### config.mk
export PLATFORM = sky130hd
export DESIGN_NAME = serial_tx
export DESIGN_NICKNAME = d
export VERILOG_FILES = /design/src/rtl/serial_tx.sv
export SDC_FILE = /design/constraint.sdc
export NUM_CORES = 1
export LEC_CHECK = 0
export CORE_MARGIN = 4
export CORE_UTILIZATION = 55
export DETAILED_ROUTE_END_ITERATION = 8
export PLACE_DENSITY = 0.78
export SLEW_MARGIN = 20
export SYNTH_ARGS = -nofsm -noshare
export SYNTH_HDL_FRONTEND = slang
export SYNTH_SLANG_ARGS = --single-unit
### constraint.sdc
create_clock -name Clk -period 2.5 [get_ports Clk]
set_input_delay 0.5 -clock Clk [delete_from_list [all_inputs] [get_ports Clk]]
set_output_delay 0.5 -clock Clk [all_outputs]
set_load 0.01 [all_outputs]
### src/rtl/serial_tx.sv
// rtl/serial_tx.sv - framed serial transmitter: start bit, WIDTH data bits LSB first, optional even parity, stop bit
module serial_tx #(
  parameter int WIDTH        = 8,
  parameter int CLKS_PER_BIT = 4,
  parameter int PARITY_EN    = 1
) (
  input  logic             Clk,
  input  logic             Reset,
  input  logic [WIDTH-1:0] Data_in,
  input  logic             Load,
  output logic             Tx,
  output logic             Busy,
  output logic             Done
);

  typedef enum logic [2:0] {IDLE, START, DATA, PARITY, STOP} state_t;

  localparam int IDX_W = (WIDTH > 1) ? $clog2(WIDTH) : 1;

  state_t           state;
  logic [7:0]       bit_cnt;
  logic [IDX_W-1:0] bit_idx;
  logic [WIDTH-1:0] shreg;
  logic             par;
  logic             last_tick;
  logic [WIDTH-1:0] shreg_next;

  // End of the current bit period; also the point where the line changes level
  assign last_tick  = (bit_cnt == 8'(CLKS_PER_BIT - 1));
  assign shreg_next = shreg >> 1;

  // Frame sequencer; Tx/Busy/Done are all assigned here so they are registered
  always_ff @(posedge Clk or posedge Reset) begin
    if (Reset) begin
      state   <= IDLE;
      Tx      <= 1'b1;
      Busy    <= 1'b0;
      Done    <= 1'b0;
      bit_cnt <= 8'd0;
      bit_idx <= '0;
      shreg   <= '0;
      par     <= 1'b0;
    end else begin
      Done <= 1'b0;
      if (state != IDLE) begin
        bit_cnt <= last_tick ? 8'd0 : bit_cnt + 8'd1;
      end
      case (state)
        IDLE: begin
          bit_cnt <= 8'd0;
          Tx      <= 1'b1;
          Busy    <= 1'b0;
          if (Load) begin
            // Parity is taken from the captured word, so later Data_in changes cannot leak in
            shreg   <= Data_in;
            par     <= ^Data_in;
            bit_idx <= '0;
            state   <= START;
            Tx      <= 1'b0;
            Busy    <= 1'b1;
          end
        end
        START: begin
          if (last_tick) begin
            state <= DATA;
            Tx    <= shreg[0];
          end
        end
        DATA: begin
          if (last_tick) begin
            if (bit_idx == IDX_W'(WIDTH - 1)) begin
              if (PARITY_EN != 0) begin
                state <= PARITY;
                Tx    <= par;
              end else begin
                state <= STOP;
                Tx    <= 1'b1;
              end
            end else begin
              bit_idx <= bit_idx + IDX_W'(1);
              shreg   <= shreg_next;
              Tx      <= shreg_next[0];
            end
          end
        end
        PARITY: begin
          if (last_tick) begin
            state <= STOP;
            Tx    <= 1'b1;
          end
        end
        STOP: begin
          if (last_tick) begin
            // Done lands on the first IDLE cycle, where a new Load is already accepted
            state <= IDLE;
            Tx    <= 1'b1;
            Busy  <= 1'b0;
            Done  <= 1'b1;
          end
        end
        default: begin
          state <= IDLE;
          Tx    <= 1'b1;
          Busy  <= 1'b0;
        end
      endcase
    end
  end

endmodule
==> impl_results.md <==
- Pre-antenna DRT Iters: 4
- Hold Fails Final Rpt: 0
- CTS max path bufs: 2
- Crit end category: flip-flop
- Initial antenna violation count: 0
- Syn_nets: 129
- Crit path cell chain: ha_1 > nor3b_2 > a41oi_2 > nor3_4 > mux2_2
- Die Area: 3330 sq um
- Ys async rst share: 1.00
- Clk pin slew, worst setup/hold paths: 0.14 ns
- Dpl hpwl: 1790 um
- Clock Tree Root: clkbuf_4
- Post-DR wirelength/cell: 14.5 um
- Critical Path RT: 2.71 ns
- # Post-CTS Setup Buffers: 0
- Final Net Count: 148
- Post-synth top flop: dfrtp_1
- Tcrit/Tclk final: 0.797
- Yosys warns: 0
- Hold buffers post-CTS: 0
- RePlAce Congestion: 0.755
- DR iter-0 viols: 21
- Max stage delay cell, worst path: dfrtp_1
- Crit-path max cell delay: 0.39 ns
- # DRC: 0
- Top cell type by total area after synthesis: dfrtp_1
- CTS Buf Count: 3
- # setup viols final: 0
- Top post-synthesis cells by area: dfrtp_1, mux2_2, xnor2_1
- Synth top area share: 0.460
- Initial core utilization: 0.598
- Pwr Total: 1.52 mW
- WS Path Type: reg2reg
- Peak VDD IR: 0.701 mV
- Critical Path Source Type: flip-flop
- First-pass GRT wire length: 4070 um
- Clock tree from TritonCTS: built
- Core area: 2280 sq um
- Sequential share of the synthesized area: 0.479
- Seq cells post-synth: 26
- Max cap viols: 0
- Clk_lat worst skew: 0.30 ns
- Routed wire length: 2340 um
- Pwr dens: 973 nW/um^2
- Largest net degree at the start of global routing: 16
- Die span in y: 57.7 um
- Sink Count: 26
- GRT Overall Usage: 0.152
- Clock Skews: 0.00207 ns
- Leakage dissipation: 0.682 nW
- Synth-to-layout area growth: 15.2%
- Inserted Diodes: 0
- Number of routed nets with antenna violations: 0
- Die X: 57.7 um
- Post-CTS resize count: 0
- Min Tclk post-route: 1.99 ns
- Mapped cell area: 1360 sq um
- Vias in the first global route: 921
- Hold Path Class: reg2reg
- Post-synth EDFFs: 0
- IO Pins: 14
- Setup TNS: 0 ns
- Slew HR: 0.571
- Layout cells sized above 1: 0.241
- Routed vias/inst: 5.53
- Row count: 17
- Grt ovf: 0
- Achievable Freq: 502 MHz
- Final Slew Violations: 0
- Worst Path Max Fanout: 7
- Netlist cell types: 36
- RSZ-0062 raised after global routing: false
- Syn avg cell area: 11.8 sq um
- Syn Inst Count: 115
- Vias: 891
- Port Buffers: 13
- Worst EP arrival: 2.20 ns
- Transition time at the pin with the least slew margin: 0.640 ns
- Flop2flop setup slack: 0.51 ns
- H-tree depth: 1
- Outcome: finished, final reports clean
==> final timing paths <==
kind | start | endpoint | cells after the start
setup reg to reg | bit_cnt[0] | shreg[3] | 5
max in group asynchronous | Reset | bit_idx[0] | 3
hold / removal | bit_cnt[0] | bit_cnt[0] | 1
setup / recovery | bit_cnt[0] | shreg[3] | 5
hold reg to reg | bit_cnt[0] | bit_cnt[0] | 1
min in group asynchronous | Reset | bit_cnt[1] | 2
==> cell families after synthesis <==
group | synth area share
AOI/OAI and AO/OA | 0.0801
xor gates and xnor gates | 0.0966
adders and majority gates | 0.0276
buffers and inverters | 0.0193
DFF | 0.479
muxes | 0.150
and+or+nand+nor | 0.147
==> routing by layer <==
layer / global-route usage / wire length (um)
met5: 0 / 0
met4: 0.0298 / 19
met3: 0.0223 / 76
met2: 0.260 / 1130
met1: 0.206 / 1110
==> power breakdown <==
| group | internal (mW) | total, mW | leakage, nW | switching, mW |
|---|---|---|---|---|
| Combinational | 0.338 | 0.630 | 0.338 | 0.293 |
| Sequential | 0.575 | 0.714 | 0.328 | 0.139 |
| Clock | 0.0621 | 0.179 | 0.0150 | 0.117 |
| Total | 0.975 | 1.52 | 0.682 | 0.549 |
==> metrics by stage <==
stage               cells  utilization  cell area, sq um  hold slack, ns  setup WS [ns]
global route          161        0.688              1570           0.507          0.376
detailed placement    157        0.677              1540           0.443          0.396
floorplan             115            -              1360           0.424          0.768
CTS                   161        0.688              1570           0.461          0.516
finish                161        0.688              1570           0.459          0.508
global placement      157        0.677              1540           0.437          0.446
==> state kept, by name (all words and copies together), names as in the netlist <==
name / count
Busy: 1
Tx: 1
Done: 1
shreg: 8
state: 3
bit_idx: 3
bit_cnt: 8
par: 1
==> layout by cell type (no fill, tap or decap), types with 2 or more instances in the layout <==
cell type        count
inv_1                4
nand3_1              6
mux2_2              15
clkbuf_4             3
xor2_1               5
xnor2_1             10
and3_1               3
ha_1                 3
o21ai_0              2
clkdlybuf4s50_1     13
buf_4                3
nand2_1              2
dfrtp_1             25
a22o_1               2
nor2_1              12
mux2i_1              2
a21oi_1              2
==> worst max-delay path, delay by kind of cell, from the launching register on <==
family | cells | cell delay, ns
and+or+nand+nor | 2 | 0.68
DFF | 1 | 0.39
muxes | 1 | 0.38
adders and majority gates | 1 | 0.24
AOI/OAI and AO/OA | 1 | 0.20
==> area by class of cell <==
type	instances	area, sq um
clock buffer	4	26.3
fill	172	709
sequential	26	652
inverter	5	18.8
tap	28	35.0
timing repair buffer	16	153
multi-input combinational	82	682
==> synth_stat cells, types with 2 or more instances <==
master	instances
mux2_2	15
nor2_1	12
nand2_1	2
o21ai_0	2
nand3_1	6
mux2i_1	2
ha_1	3
and3_1	3
dfrtp_1	25
a21oi_1	2
a22o_1	2
xor2_1	5
xnor2_1	10
inv_1	4
No activity file was read; power rests on OpenSTA's default activity.
